[src/rtl/lcd_text_buffer.sv]
// lcd_text_buffer: character buffer for a ROWS x COLS text display.
// A display controller reads one character per cycle through a registered,
// read-first port. Writers can update the buffer in two ways: a random-access
// port (we/waddr/din) or a cursor port (put_*) that appends characters and
// handles newline. A clear request, and every reset, fills the whole buffer
// with spaces. The fill takes DEPTH cycles, and busy is high while it runs.
// Ports:
//   clk, rst           clock, synchronous active-high reset
//   lcd_index/lcd_char display read address / registered read data
//   we, waddr, din     random-access write (out-of-range addresses ignored)
//   put_valid/put_char/put_ready  cursor write handshake
//   clear, busy        clear-screen request / fill in progress
//   cursor             current cursor address
module lcd_text_buffer #(
  parameter int unsigned ROWS = 2,
  parameter int unsigned COLS = 16,
  parameter int unsigned CW   = 8,
  localparam int unsigned DEPTH = ROWS * COLS,
  localparam int unsigned AW    = (DEPTH > 1) ? $clog2(DEPTH) : 1
) (
  input  logic          clk,
  input  logic          rst,
  input  logic [AW-1:0] lcd_index,
  output logic [CW-1:0] lcd_char,
  input  logic          we,
  input  logic [AW-1:0] waddr,
  input  logic [CW-1:0] din,
  input  logic          put_valid,
  input  logic [CW-1:0] put_char,
  output logic          put_ready,
  input  logic          clear,
  output logic          busy,
  output logic [AW-1:0] cursor
);

  localparam int unsigned CLW      = (COLS > 1) ? $clog2(COLS) : 1;
  localparam logic [AW:0]    DEPTH_X  = (AW+1)'(DEPTH);
  localparam logic [AW-1:0]  LAST     = AW'(DEPTH - 1);
  localparam logic [CLW-1:0] COL_LAST = CLW'(COLS - 1);
  localparam logic [CW-1:0]  SPACE    = CW'(8'h20);
  localparam logic [CW-1:0]  NL       = CW'(8'h0A);

  typedef enum logic {IDLE, CLEAR} state_t;

  state_t         state;
  logic [AW-1:0]  fill;
  logic [AW-1:0]  cur_addr;
  logic [CLW-1:0] col;       // column of cur_addr, kept to avoid a divider
  logic [CW-1:0]  mem [DEPTH];

  logic           put_fire;
  logic           rd_in_range;
  logic           mem_we;
  logic [AW-1:0]  mem_addr;
  logic [CW-1:0]  mem_din;
  logic [AW-1:0]  cur_inc;
  logic [AW-1:0]  cur_nl;
  logic [CLW-1:0] col_inc;
  logic [AW:0]    nl_sum;

  assign busy        = (state == CLEAR);
  assign cursor      = cur_addr;
  // clear and random writes both take priority over the cursor port
  assign put_ready   = (state == IDLE) && !we && !clear;
  assign put_fire    = put_valid && put_ready;
  assign rd_in_range = (AW+1)'(lcd_index) < DEPTH_X;

  // Next cursor positions for a plain character and for a newline
  always_comb begin
    cur_inc = (cur_addr == LAST) ? '0 : cur_addr + 1'b1;
    col_inc = (col == COL_LAST) ? '0 : col + 1'b1;
    nl_sum  = (AW+1)'(cur_addr) + (AW+1)'(COLS) - (AW+1)'(col);
    cur_nl  = (nl_sum >= DEPTH_X) ? '0 : nl_sum[AW-1:0];
  end

  // Single write port arbitration: fill, then random write, then put
  always_comb begin
    mem_we   = 1'b0;
    mem_addr = '0;
    mem_din  = '0;
    if (!rst) begin
      if (state == CLEAR) begin
        mem_we   = 1'b1;
        mem_addr = fill;
        mem_din  = SPACE;
      end else if (!clear) begin
        if (we) begin
          mem_we   = (AW+1)'(waddr) < DEPTH_X;
          mem_addr = waddr;
          mem_din  = din;
        end else if (put_fire && (put_char != NL)) begin
          mem_we   = 1'b1;
          mem_addr = cur_addr;
          mem_din  = put_char;
        end
      end
    end
  end

  // Storage has no reset; the post-reset fill initialises it
  always_ff @(posedge clk) begin
    if (mem_we) begin
      mem[mem_addr] <= mem_din;
    end
  end

  // Control state, cursor and registered read port
  always_ff @(posedge clk) begin
    if (rst) begin
      state    <= CLEAR;
      fill     <= '0;
      cur_addr <= '0;
      col      <= '0;
      lcd_char <= SPACE;
    end else begin
      lcd_char <= rd_in_range ? mem[lcd_index] : SPACE;
      case (state)
        IDLE: begin
          if (clear) begin
            state <= CLEAR;
            fill  <= '0;
          end else if (put_fire) begin
            if (put_char == NL) begin
              cur_addr <= cur_nl;
              col      <= '0;
            end else begin
              cur_addr <= cur_inc;
              col      <= col_inc;
            end
          end
        end
        CLEAR: begin
          if (fill == LAST) begin
            state    <= IDLE;
            cur_addr <= '0;
            col      <= '0;
          end else begin
            fill <= fill + 1'b1;
          end
        end
        default: state <= IDLE;
      endcase
    end
  end

endmodule

[config.mk]
export PLATFORM = sky130hd
export DESIGN_NAME = lcd_text_buffer
export DESIGN_NICKNAME = d
export VERILOG_FILES = /design/src/rtl/lcd_text_buffer.sv
export SDC_FILE = /design/constraint.sdc
export NUM_CORES = 1
export LEC_CHECK = 0
export BUFFER_PORTS_ARGS = -buffer_cell sky130_fd_sc_hd__clkbuf_2
export CORE_AREA = 10 10 164 166
export CTS_CLUSTER_DIAMETER = 40
export DETAILED_ROUTE_END_ITERATION = 8
export DIE_AREA = 0 0 174 176
export PLACE_DENSITY = 0.66
export SETUP_SLACK_MARGIN = 0.1
export SLEW_MARGIN = 20
export SYNTH_ARGS = -nofsm -noshare
export SYNTH_HDL_FRONTEND = slang
export SYNTH_SLANG_ARGS = --single-unit
[constraint.sdc]
create_clock -name clk -period 7.56 [get_ports clk]
set_clock_uncertainty 0.2 [all_clocks]
set_input_delay 1.512 -clock clk [delete_from_list [all_inputs] [get_ports clk]]
set_output_delay 1.512 -clock clk [all_outputs]
set_load 0.1 [all_outputs]
# ---- After elaboration in Yosys (flattened, before gate mapping)
# Memories as Yosys holds them, arrays and structs flattened. A register that Yosys moved wholly into a read port is not among the register bits.
# Cells that the tools add are included.
dict set report word_totals {
  register_bits 15
  ramBits 256
  inputBits 31
  elab_cells 66
  n_memories 1
}
dict set report op_classes {
  add_sub_neg 5
  n_lt_le_gt_ge 1
  eq_ne 10
  n_mux 36
  bitwise 1
  reduce_logical 8
}
# memory words width read_ports rd_ports_with_merged_regs wr line
set memory_table {}
lappend memory_table {mem 32 8 1 1 1 49} ;# logic [CW-1:0] mem [DEPTH];
# operator n
set op_table {}
lappend op_table {{$mux W5} 13}
lappend op_table {{$mux W8} 5}
lappend op_table {{$mux W4} 5}
lappend op_table {{$pmux W5 S2} 2}
lappend op_table {{$add A5 B1 Y5 const B} 2}
lappend op_table {{$eq A5 B5 Y1 const B} 2}
lappend op_table {{$mux W1} 9}
lappend op_table {{$eq A8 B4 Y1 const B} 1}
lappend op_table {{$ne A2 B2 Y1 const B} 4}
lappend op_table {{$ne A8 B4 Y1 const B} 1}
lappend op_table {{$pmux W4 S2} 1}
lappend op_table {{$add A5 B5 Y6 const B} 1}
lappend op_table {{$ge A6 B6 Y1 const B} 1}
lappend op_table {{$sub A6 B4 Y6} 1}
lappend op_table {{$add A4 B1 Y4 const B} 1}
lappend op_table {{$eq A4 B4 Y1 const B} 1}
lappend op_table {{$logic_and A1 B1 Y1} 4}
lappend op_table {{$reduce_and A3 Y1} 1}
lappend op_table {{$logic_not A1 Y1} 2}
lappend op_table {{$ne A2 B1 Y1 const B} 1}
lappend op_table {{$pmux W1 S2} 1}
lappend op_table {{$reduce_and A2 Y1} 1}
lappend op_table {{$not A1 Y1} 1}

# ---- Depth between registers and ports, before layout
# Gate-level depths: netlist of the first run.
dict set report logic_depth {
  depth_word 12
  depth_mapped 11
  ltp_nobuf 11
}

# ---- Least setup slack after synthesis of the first run
# OpenSTA, ideal clock, no wires.
dict set report synth_path {
  kind {input port to output port}
  start {input port clear}
  end {output port put_ready}
  t_arrival_ps 3176
  slack_ps 2672
  stages 3
  path_buffers 1
  cell_sequence {or2_2 clkbuf_1 nor2_1}
}
dict set report synth_via {
  elab_chain_len 2
}
# element line
set synth_rtl {}
lappend synth_rtl {{from (decl)} 31} ;# input logic clear,
lappend synth_rtl {{$logic_not A1 Y1} --}
lappend synth_rtl {{$logic_and A1 B1 Y1} 64} ;# assign put_ready = (state == IDLE) && !we && !clear;
lappend synth_rtl {{to (decl)} 30} ;# output logic put_ready,
# Every way passes these cells.

# ---- Worst setup path after layout of the first run
dict set report layout_path {
  start {input port we}
  end {memory mem[10][5] (enable)}
}
dict set report layout_via {
  elab_chain_len 12
  word_cells_on_any_way 17
}
# element line
set layout_rtl {}
lappend layout_rtl {{from (decl)} 25} ;# input logic we,
lappend layout_rtl {{$logic_not A1 Y1} 64}
lappend layout_rtl {{$logic_and A1 B1 Y1 (2 in a row)} 64}
lappend layout_rtl {{$logic_and A1 B1 Y1} 65} ;# assign put_fire = put_valid && put_ready;
lappend layout_rtl {{$logic_and A1 B1 Y1} 91} ;# end else if (put_fire && (put_char != NL)) begin
lappend layout_rtl {{$mux W1} 91}
lappend layout_rtl {{$mux W1} 87} ;# if (we) begin
lappend layout_rtl {{$mux W1} 86} ;# end else if (!clear) begin
lappend layout_rtl {{$mux W1} 82} ;# if (state == CLEAR) begin
lappend layout_rtl {{$mux W1} 81} ;# if (!rst) begin
lappend layout_rtl {{$mux W1} 102} ;# if (mem_we) begin
lappend layout_rtl {{$mux W1 (not written as such)} 103} ;# mem[mem_addr] <= mem_din;
lappend layout_rtl {{to (decl)} 49}
# Parallel ways exist; a longest one is shown, timed or not.

==> results.md, run 1 <==
Worst setup path:
- The worst endpoint data arrival time is roughly 4400 ps.
- The slowest stage of the critical path is the nor2_1 cell.
- STA classifies the critical path startpoint as an input port.
- The signal on the critical path passes through clkbuf_2 > or4b_4 > a21oi_2 > a32oi_1 > nand4b_1 > nor2_1.
- The kind of critical path is in -> reg.
- Along the worst path, the maximum fanout reaches 18.
- STA classifies the critical path endpoint as a register.
- For the worst setup path, the data required time is 7490 ps.
- The largest stage delay on the critical path is approximately 680 ps.

Timing:
- The final max-slew violation count came to 0.
- The final critical-path share of the clock period is 58.8%.
- The total count of hold-check failures in the final report is 0.
- Derived from the worst setup path, the maximum achievable clock frequency is between 200 and 250 MHz.
- The minimum clock period after layout is around 4400 ps.
- The transition at the pin with the smallest max-transition slack is just under 1000 ps.
- The slack of the critical path is 3110 ps.
- The worst-case headroom to the max-slew limit is 33.6%.
- Setup repair after global routing left no endpoint under its margin.
- The accumulated negative setup slack is 0 ps.
- The total of endpoints with negative setup slack in the final report is 0.

Clock network:
- Clock tree synthesis found a total of 279 sinks.
- Counting along the longest clock path gives a buffer depth of 3.
- The post-cts hold buffer count is 0.
- TritonCTS built the clock tree.
- The H-tree generated during clock tree synthesis spans 2 levels.
- The post-CTS setup repair buffer count is 0.
- The count of instances resized after the clock tree is built is 0.
- The clock network latency to the later pin of the worst-skew pair is 500 ps.
- The TritonCTS buffer count is 34.
- The clock transition at the registers of the reported paths is 60 ps.
- The buffer type at the clock tree root is clkbuf_16.

Hold path:
- The path class of the lowest-slack min-delay path is reg -> reg.

Yosys:
- The flop and latch count out of synthesis is around 280.
- The area share of the largest cell type after synthesis is 66.3%.
- The async set-or-reset flop fraction in the synthesized netlist is 0%.
- The post-synthesis cell type with the largest combined area is edfxtp_1.
- By area the synthesized netlist is led by edfxtp_1 (66%), mux4_2 (8.2%), mux2i_1 (4.3%).
- The area of the mapped netlist is 11600 um^2.
- For this run, the leading register cell type out of synthesis is edfxtp_1.
- The number of enable flip-flop cells after synthesis is 256.
- The average instance area after synthesis is 17.1 um^2.
- For this run, the number of Yosys warnings is 0.
- The count of distinct cell types in the synthesized netlist is 60.
- The count of mapped cells out of synthesis is 678.
- Of the synthesized area, sequential elements account for 70.3%.
- The net count after synthesis is 723.

Detailed routing:
- The average wire per standard cell is between 20 and 25 um.
- The total via count in the routed design is 6465.
- The residual DRC count is 0.
- Dividing the detail-routed via count by the number of cells gives 5.99.
- The count of nets left with antenna violations once routing finished came out at 0.
- The total detailed-routing wirelength is roughly 26000 um.
- The pre-antenna-repair detailed-routing pass consisted of 6 iterations.
- For this block, the initial DRC count from the detailed router was 600.

Floorplanning:
- The starting density of the core is 48.7%.
- The number of top-level pins is 46.
- The floorplan step set the die width to roughly 170 um.
- The floorplan step defined a die boundary enclosing 30600 um^2.
- The core box area is 23800 um^2.
- The initialized floorplan defines 57 standard-cell rows.
- The vertical die dimension is approximately 180 um.

Cells and area:
- Compared with the post-synthesis result, the final layout area differs by 14.0%.
- 0 antenna diodes ended up in the layout.
- The final-stage net count is 777.
- Cells fill 55.5% of the core in the end.
- In the final layout, the share of cells above drive strength 1 is 23.4%.

Status:
- The run finished with clean final reports.

Pwr:
- The total power per unit cell area is 252 nW/um^2.
- The leakage dissipation is 4.38 nW.
- The peak supply drop is 0.000128 V.

Placement:
- The routability congestion estimate from global placement is 0.860.
- At the placement stage, the worst setup path has a slack of 2650 ps.
- The HPWL after detailed placement is 17100 um.
- The quantity of I/O buffers inserted on ports is 45.

Global route:
- Summed over all layers, the global routing overflow is 0.
- The number of global-route vias before repair came to 6690.
- The global router's overall resource usage is 17.2%.
- The global-route wire length before repair is 40500 um.
- The initial antenna violation count is 0.
- Entering global routing, the biggest net connects 49 pins.

Flow run:
- The max-cap violation count is 0.
==> layout make-up <==
| cell class | instances | area, um^2 |
|---|---|---|
| inverter | 14 | 52.6 |
| clock inverter | 20 | 166 |
| fill | 1871 | 10600 |
| clock buffer | 40 | 895 |
| multi-input combinational | 351 | 3270 |
| sequential | 279 | 8150 |
| timing repair buffer | 52 | 278 |
| tap | 324 | 405 |
==> cell usage in the layout (no fill, tap or decap), types with 3 or more instances in the layout <==
cell type   synthesis  routed
nor2_2              0       3
nor2b_1             5       5
clkbuf_2            0      44
mux2_2             15      15
clkinv_4            0       3
o22ai_1            12      12
a221oi_1           14      14
inv_1              14      14
mux2i_1            50      50
a311oi_1            3       3
a22o_1             14      14
o21ai_0             7       7
mux4_2             42      42
nor2_1             53      45
a22oi_1            12      12
nor3_1             14      14
clkinv_1            0       3
ha_1               13      13
dfxtp_1            23      23
nand2_1            18      18
buf_4               1       7
inv_6               0       7
nor3b_1             3       3
nand4_1             3       3
nand2b_1            3       3
o211ai_1            3       3
nand4b_1            3       3
clkinvlp_4          0       3
nand3_1             7       7
clkinv_2            0       3
a21oi_1            16      16
edfxtp_1          256     256
or4bb_1             4       4
clkbuf_1           12       5
nor2_4              0       5
clkbuf_16           0      35
==> per-stage QoR <==
| stage | hold slack, ps | cells | power [mW] | area [um^2] |
|---|---|---|---|---|
| 6_report | 297 | 1080 | 3.33 | 13200 |
| 5_1_grt | 310 | 1080 | 3.43 | 13200 |
| 4_1_cts | 290 | 1080 | 3.36 | 13200 |
| 3_5_place_dp | 281 | 1020 | 1.85 | 12200 |
| 3_3_place_gp | 268 | 1020 | 1.85 | 12200 |
| 2_1_floorplan | 249 | 678 | 1.82 | 11600 |
==> flip-flops by register name, summed over array words and instances (netlist names) <==
| register | count |
|---|---|
| cursor | 5 |
| mem | 256 |
| col | 4 |
| fill | 5 |
| busy | 1 |
| lcd_char | 8 |
==> where the power goes <==
part,leakage [nW],switching (mW),internal (mW)
logic,1.36,0.0956,0.0488
registers,2.50,0.00371,1.67
clock network,0.512,0.617,0.895
==> kinds of logic (layout without fill, tap and decap cells) <==
family	count (synthesis)	in the layout	share of synthesized area, %
AO/OA/AOI/OAI	99	99	6.44
XOR/XNOR	3	3	0.227
adder cells (fa/ha/maj)	14	14	1.58
buffers and inverters	48	126	1.88
flip-flops	279	279	70.3
multiplexers	107	107	13.9
AND/OR/NAND/NOR	128	128	5.68
==> cell usage after synthesis, types with 2 or more instances <==
| library cell | n |
|---|---|
| a211oi_1 | 2 |
| a21o_1 | 2 |
| a21oi_1 | 16 |
| a221o_1 | 2 |
| a221oi_1 | 14 |
| a22o_1 | 14 |
| a22oi_1 | 12 |
| a311oi_1 | 3 |
| and2_1 | 2 |
| buf_1 | 4 |
| buf_2 | 15 |
| buf_6 | 2 |
| clkbuf_1 | 12 |
| dfxtp_1 | 23 |
| edfxtp_1 | 256 |
| ha_1 | 13 |
| inv_1 | 14 |
| mux2_2 | 15 |
| mux2i_1 | 50 |
| mux4_2 | 42 |
| nand2_1 | 18 |
| nand2b_1 | 3 |
| nand3_1 | 7 |
| nand4_1 | 3 |
| nand4b_1 | 3 |
| nor2_1 | 53 |
| nor2b_1 | 5 |
| nor3_1 | 14 |
| nor3b_1 | 3 |
| nor4_1 | 2 |
| o211ai_1 | 3 |
| o21ai_0 | 7 |
| o22ai_1 | 12 |
| or3_4 | 2 |
| or4bb_1 | 4 |
| xor2_1 | 2 |
==> worst max-delay path, delay by kind of cell <==
family / cells / cell delay (ps)
and+or+nand+nor: 3 / 1750
buffers and inverters: 1 / 230
AOI/OAI and AO/OA: 2 / 880
==> final timing paths <==
kind | start | endpoint | slack (ps) | depth (start not counted)
max | we | mem[10][5] | 3110 | 6
min | fill[2] | fill[2] | 300 | 1
max reg2reg | busy | mem[10][5] | 3650 | 5
min reg2reg | fill[2] | fill[2] | 300 | 1
==> metal layers <==
metal / up-vias / track usage, % / share of wire [%]
li1: 2853 / - / -
met1: 3246 / 23.8 / 43
met2: 309 / 27.1 / 47
met3: 57 / 3.67 / 7.6
met4: 0 / 5.17 / 2.4
met5: - / 0 / 0
(Power assumes the default switching activity.)
==> run 2: changes to the inputs <==
Settings changed: ABC_AREA from default to 1, CORE_AREA 10 10 164 166 to 10 10 167 169, DIE_AREA 0 0 174 176 to 0 0 177 179.
Clock period 7.56 ns to 4.1 ns, I/O delays scaled along.
==> results.md, run 2 <==
Status:
- The run finished with clean final reports.

Global route:
- The final global-route overflow total is 0 (unchanged).
- The number of global-route vias before repair is 8277 (+24%).
- The global-route wire length before repair is 46300 um (+14%).
- The initial antenna violation count is 0 (unchanged).
- The global router's overall resource usage is 18.7% (+1.5 points).
- The maximum number of pins on one net before global-route repair is 70 (+43%).

Clock network:
- The TritonCTS buffer count is 37 (+8.8%).
- The number of clock sinks came to 279 (unchanged).
- The post-CTS setup repair buffer count is 0 (unchanged).
- The post-cts hold buffer count is 0 (unchanged).
- Clock tree synthesis selected as its root buffer the cell clkbuf_16.
- The count of instances resized after the clock tree is built came to 0 (unchanged).
- The maximum level of the CTS H-tree is 2 (unchanged).
- The clock transition at the registers of the reported paths is 60 ps (about the same).
- The clock network latency to the later pin of the worst-skew pair is 510 ps (about the same).
- TritonCTS built the clock tree.
- The largest buffer count on any clock path is 3 (unchanged).

Worst setup path:
- In this run the critical register-to-register path is launched from busy.
- Walking the worst path, the cells encountered are inv_2 > nand2_1 > nand2_1 > inv_2 > o21ai_0 > inv_1 > nand2_2 > clkinv_2 > nand3_2 > nor2_1.
- The number of buffer and inverter stages on the critical path came to 4 (+3).
- The number of cells on the worst reg-to-reg path is 10 (+5).
- The kind of critical path is reg -> reg.
- The worst register-to-register path ends at mem[8][0].
- The worst endpoint data arrival time came to 3080 ps (-1300 ps).
- The largest fanout of any net on the critical path is 12 (-6).
- The path length in cells of the critical path came to 10 (+4).
- The worst path required time is 4040 ps (-3450 ps).
- The setup slack of the worst register-to-register path came to 960 ps (-2690 ps).
- The element type at the critical path start is a register.
- The slowest cell on the critical path is nor2_1.
- The termination of the worst setup path is mem[8][0].
- Tracing the worst setup path back leads to its startpoint at busy.
- The largest stage delay on the critical path is 680 ps (about the same).
- Broken down by cell family, the worst path's largest delay share belongs to simple AND/OR/NAND/NOR gates.
- STA classifies the critical path endpoint as a register.

Detailed routing:
- The count of TritonRoute iterations in the first routing pass is 5 (-1).
- The total detailed-routing wirelength came to 29800 um (+13%).
- The residual DRC count is 0 (unchanged).
- The remaining antenna violation count came to 0 (unchanged).
- The detailed router's first-iteration violation count is 850 (+42%).
- The detailed-route vias per instance is 5.45 (-9.0%).
- The average wire per standard cell is 19.4 um (-20%).
- The total via count in the routed design is 8366 (+29%).

Yosys:
- The leading register cell type out of synthesis is edfxtp_1.
- The count of mapped cells out of synthesis is 1125 (+66%).
- The net count after synthesis came to 1170 (+62%).
- By area the synthesized netlist is led by edfxtp_1 (64%), nand2_1 (9.7%), nand3_1 (6.3%).
- By count the netlist is led by nand2_1 (310), edfxtp_1 (256), nand3_1 (152), nor2_1 (123), o21ai_0 (68).
- The count of distinct cell types in the synthesized netlist came to 34 (-43%).
- The average instance area after synthesis is 10.7 um^2 (-37%).
- The post-synthesis cell type with the largest combined area is edfxtp_1.
- The number of enable flip-flop cells after synthesis is 256 (unchanged).
- The number of warnings issued by yosys came to 0 (unchanged).
- The flop and latch count out of synthesis is 279 (unchanged).
- Among all cell types in the netlist, the one instantiated most often is nand2_1.
- The area share of the largest cell type after synthesis came to 63.9% (-2.4 points).
- The area of the mapped netlist came to 12000 um^2 (+3.8%).
- The fraction of the yosys area taken by sequential cells is 67.7% (-2.6 points).
- The async set-or-reset flop fraction in the synthesized netlist is 0% (unchanged).

Timing:
- Setup repair after global routing left no endpoint under its margin.
- The final max-slew violation count is 0 (unchanged).
- The maximum frequency from static timing analysis is ~320 MHz.
- The total count of hold-check failures in the final report came to 0 (unchanged).
- The worst-case headroom to the max-slew limit is 40.6% (+7.0 points).
- The transition at the pin with the smallest max-transition slack is 890 ps (-103 ps).
- The total of endpoints with negative setup slack in the final report was 0 (unchanged).
- For the finished layout, the period the worst path requires is about 3100 ps.
- The worst path uses 76.6% of the clock period.
- The accumulated negative setup slack is 0 ps (unchanged).

Pwr:
- The switching power share of the total was 22.1% (+0.64 points).
- The total power per unit cell area is 494 nW/um^2 (+96%).
- The peak supply drop is 0.000318 V (+150%).
- The leakage dissipation is 5.24 nW (+20%).
- The switching power is 1.53 mW (+110%).
- The register share of total power is 44.9% (-5.4 points).
- The internal power of the cells was 5.38 mW (+110%).
- The logic gate share of total power is 5.5% (+1.2 points).
- The relative contribution of the clock network to total power was 49.5% (+4.2 points).

Placement:
- The routability congestion estimate from global placement is 0.838 (-2.6%).
- The HPWL after detailed placement is 18300 um (+7.0%).
- The quantity of I/O buffers inserted on ports came to 45 (unchanged).
- The total cell area at the placement stage was 12600 um^2 (+4.0%).

Floorplanning:
- The number of standard-cell rows in the floorplan is 58 (+1.8%).
- The total die area is 31700 um^2 (+3.5%).
- The number of top-level pins is 46 (unchanged).
- The width of the die was 177 um (+1.7%).
- The starting density of the core is 48.6% (about the same).
- The vertical die dimension is 179 um (+1.7%).
- The core box area came to 24700 um^2 (+3.9%).

Cells and area:
- The final-stage net count was 1221 (+57%).
- The top cell types in the final layout, fill and taps aside, are nand2_1 (310), edfxtp_1 (256), nand3_1 (152).
- The combined flip-flop and latch cell area is 8150 um^2 (unchanged).
- The total of fill cells in the finished design came to 2074 (+11%).
- The post-synthesis to final-layout area growth is 16.1%.
- The number of antenna repair diodes is 0 (unchanged).
- The final design area excluding fillers is 14000 um^2 (+5.7%).
- In the final layout, the registers with the most flip-flops are mem (256), lcd_char (8).
- The register with the highest flop count is mem.
- The footprint of the multi-input gates is 3500 um^2 (+6.8%).
- The layout cell share with drive strength beyond 1 is 14.5% (-8.9 points).
- The library cell used most frequently in the layout, excluding fill and tap cells, is nand2_1.
- The number of flip-flops in the largest register came to 256 (unchanged).

Flow run:
- The max-cap violation count is 0 (unchanged).

Hold path:
- The path class of the tightest hold or removal check is reg -> reg.
-- run 2: worst register-to-register path, cell delays in order (launching register included) --
cell and delay [ps]:
dfxtp_1 660, inv_2 220, nand2_1 160, nand2_1 100
inv_2 130, o21ai_0 110, inv_1 100, nand2_2 130
clkinv_2 120, nand3_2 150, nor2_1 680
-- run 2: layout make-up --
type | count | area share [%]
sequential | 279 | 58.3
tap | 330 | 2.95
inverter | 44 | 1.21
timing repair buffer | 68 | 2.95
clock inverter | 24 | 2.24
clock buffer | 44 | 7.33
multi-input combinational | 746 | 25.0
-- run 2: through the flow --
stage / instances / utilization (%) / hold slack [ps] / setup slack [ps] / total power [mW]
floorplan: 1125 / - / 250 / 1080 / 3.42
global placement: 1467 / 51.1 / 279 / 796 / 3.54
detailed placement: 1467 / 51.1 / 281 / 797 / 3.54
CTS: 1535 / 56.5 / 289 / 950 / 6.94
global route: 1535 / 56.5 / 302 / 724 / 7.09
finish: 1535 / 56.5 / 287 / 961 / 6.90
-- run 2: logic make-up (layout without fill, tap and decap cells) --
family                   after synthesis  count (layout)  share of synthesized area [%]
AND/OR/NAND/NOR                      612             612                           21.8
flip-flops                           279             279                           67.7
AO/OA/AOI/OAI                        119             119                           5.43
buffers and inverters                100             180                           3.49
adder cells (fa/ha/maj)               14              14                           1.52
XOR/XNOR                               1               1                         0.0728
-- run 2: worst min-delay path by stage --
stage	from	endpoint	slack [ps]	cells after the start
6_report	col[1]	col[1]	290	2
5_1_grt	fill[4]	fill[4]	300	2
4_1_cts	fill[4]	fill[4]	290	2
3_5_place_dp	fill[4]	fill[4]	280	2
3_3_place_gp	col[1]	col[1]	280	2
2_1_floorplan	fill[4]	fill[4]	250	2
-- run 2: metal layers --
metal | up-vias | wire [um] | GRT usage, %
met5 | - | 0 | 0
met2 | 330 | 14300 | 31.0
met3 | 52 | 2100 | 3.24
met1 | 3987 | 12700 | 24.8
met4 | 0 | 638 | 5.60
li1 | 3997 | - | -
-- run 2: power by group through the flow --
stage | registers [mW] | logic [mW] | clock network, mW
after global placement | 3.16 | 0.377 | 0
after detailed placement | 3.16 | 0.380 | 0
after CTS | 3.10 | 0.382 | 3.45
final | 3.10 | 0.382 | 3.42
after floorplan | 3.21 | 0.211 | 0
after global routing | 3.10 | 0.418 | 3.57
==> run 3: changes to the inputs <==
Clock period 4.1 ns to 2.95 ns, I/O delays scaled along.
==> results.md, run 3 (same netlist as run 2, synthesis figures left out) <==
Cells and area:
- The layout cell share with drive strength beyond 1 is 16.5% (+2.0 points).
- The register with the highest flop count is mem.
- The final instance count without filler cells was 1568 (+2.1%).
- The largest registers in the layout are mem (256), lcd_char (8).
- The library cell used most frequently in the layout, excluding fill and tap cells, is nand2_1.
- The combined flip-flop and latch cell area came to 8150 um^2 (about the same).
- The number of flip-flops in the largest register is 256 (unchanged).
- The final standard cell utilization of the core is 57.2% (+0.68 points).
- The library cells used most frequently in the layout, excluding fill and tap cells, are nand2_1 (310), edfxtp_1 (256), nand3_1 (152).
- The number of antenna repair diodes came to 0 (unchanged).
- The area growth from synthesis to layout is 17.5%.
- The footprint of the multi-input gates is 3500 um^2 (unchanged).
- The total of fill cells in the finished design came to 2066 (-0.39%).
- The final-stage net count came to 1257 (+2.9%).

Detailed routing:
- The total detailed-routing wirelength is 30500 um (+2.6%).
- The detailed-route vias per instance is 5.47 (+0.33%).
- The remaining antenna violation count was 0 (unchanged).
- The detailed router's first-iteration violation count is 986 (+16%).
- The residual DRC count came to 0 (unchanged).
- The count of TritonRoute iterations in the first routing pass is 6 (+1).
- The average wire per standard cell is 19.5 um (+0.40%).
- The total via count in the routed design came to 8574 (+2.5%).

Pwr:
- The leakage dissipation came to 5.37 nW (+2.4%).
- The total power per unit cell area was 648 nW/um^2 (+31%).
- The peak supply drop is 0.000392 V (+23%).

Timing:
- The final critical-path share of the clock period is 85.2% (+8.7 points).
- The transition at the pin with the smallest max-transition slack was 560 ps (-330 ps).
- The total count of hold-check failures in the final report is 0 (unchanged).
- The final max-slew violation count is 0 (unchanged).
- Setup repair after global routing left no endpoint under its margin.
- The accumulated negative setup slack was 0 ps (unchanged).
- The worst-case headroom to the max-slew limit is 62.2% (+22 points).
- The minimum clock period after layout is 2510 ps (-625 ps).
- The maximum frequency from static timing analysis is 398 MHz (+25%).
- The total of endpoints with negative setup slack in the final report is 0 (unchanged).

Worst setup path:
- The worst endpoint data arrival time is 2530 ps (-550 ps).
- The worst setup path is launched from a register.
- The worst setup path is of the reg -> reg kind.
- The worst path required time is 2960 ps (-1080 ps).
- Following the worst setup path forward leads to its endpoint at mem[10][7].
- The endpoint identified for the worst register-to-register timing path is mem[10][7].
- In this run the critical register-to-register path is launched from busy.
- The category of the worst setup path capture point is a register.
- The critical path starts at busy.
- The number of cells on the worst reg-to-reg path came to 11 (+1).
- The largest fanout of any net on the critical path is 12 (unchanged).
- The setup slack of the worst register-to-register path is 440 ps (-530 ps).

Floorplanning:
- The vertical die dimension is 179 um (unchanged).
- The core box area came to 24700 um^2 (unchanged).
- The number of standard-cell rows in the floorplan is 58 (unchanged).
- The starting density of the core is 48.6% (unchanged).
- The number of top-level pins is 46 (unchanged).
- The total die area is 31700 um^2 (unchanged).
- The width of the die came to 177 um (unchanged).

Status:
- The run finished with clean final reports.

Hold path:
- The path class of the tightest hold or removal check is in -> reg.

Clock network:
- The number of clock sinks was 279 (unchanged).
- The buffer type at the clock tree root is clkbuf_16.
- The largest buffer count on any clock path is 3 (unchanged).
- The post-cts hold buffer count was 0 (unchanged).
- TritonCTS built the clock tree.
- The post-CTS setup repair buffer count came to 0 (unchanged).
- The count of instances resized after the clock tree is built came to 0 (unchanged).
- The clock transition at the registers of the reported paths is 60 ps (about the same).
- The clock network latency to the later pin of the worst-skew pair was 510 ps (about the same).
- The TritonCTS buffer count was 36 (-2.7%).
- The maximum level of the CTS H-tree is 2 (unchanged).

Global route:
- The initial antenna violation count came to 0 (unchanged).
- The maximum number of pins on one net before global-route repair is 83 (+19%).
- The global router's overall resource usage was 19.2% (+0.46 points).
- The final global-route overflow total was 0 (unchanged).
- The number of global-route vias before repair came to 8375 (+1.2%).
- The global-route wire length before repair came to 47100 um (+1.7%).

Placement:
- The routability congestion estimate from global placement is 0.862 (+2.9%).
- The HPWL after detailed placement is 18900 um (+2.9%).
- The quantity of I/O buffers inserted on ports is 45 (unchanged).
- The number of cells in the design after placement is 1504 (+2.5%).

Flow run:
- The max-cap violation count is 0 (unchanged).
[run 3: cell count changes in the layout (fill, tap and decap cells not counted), moves of 2 or more]
cell       change
clkbuf_16      -2
clkbuf_8       -3
dfxtp_2        +2
buf_12         +3
clkinv_2       -2
buf_4         +34
dfxtp_1        -2
bufinv_16      -2
clkbuf_1       +5
[run 3: final cells by class]
class / instances / share of cell area (%)
inverter: 44 / 1.19
tap: 330 / 2.92
timing repair buffer: 105 / 5.15
clock buffer: 44 / 6.73
sequential: 279 / 57.6
multi-input combinational: 746 / 24.7
clock inverter: 20 / 1.67
[run 3: worst max-delay path, stage by stage (launching register included)]
cell and delay (ps):
dfxtp_2 500, inv_2 160, nand2_1 140, nand2_1 110
inv_2 140, o21ai_0 110, inv_1 70, nand2_2 120
clkinv_2 120, nand3_2 150, nor2_1 190, buf_4 210
[run 3: layer usage]
metal	wire length (um)	vias to the layer above	global-route usage, %
li1	-	4067	-
met1	13000	4073	25.9
met2	14300	381	31.2
met3	2490	53	3.33
met4	723	0	5.64
met5	0	-	0
[run 3: how the worst min path moves through the flow]
stage / startpoint / slack (ps) / endpoint / depth (start not counted)
after floorplan: fill[4] / 250 / fill[4] / 2
after global placement: col[1] / 270 / col[1] / 2
after detailed placement: col[1] / 280 / col[1] / 2
after CTS: rst / 130 / col[1] / 2
after global routing: rst / 140 / col[1] / 2
final: rst / 140 / col[1] / 2
[run 3: report_power, final]
part           total (mW)  switching (mW)  internal (mW)
Combinational       0.549           0.401          0.148
Sequential           4.31          0.0112           4.30
Clock                4.31            1.63           2.67
[run 3: through the flow]
step	total power, mW	cell area, um^2	hold WS, ps	worst slack, ps
after floorplan	4.75	12100	250	132
after global placement	4.93	13000	273	263
after detailed placement	4.94	13000	282	253
after CTS	9.22	14100	132	483
after global routing	9.43	14100	138	310
final	9.17	14100	144	435
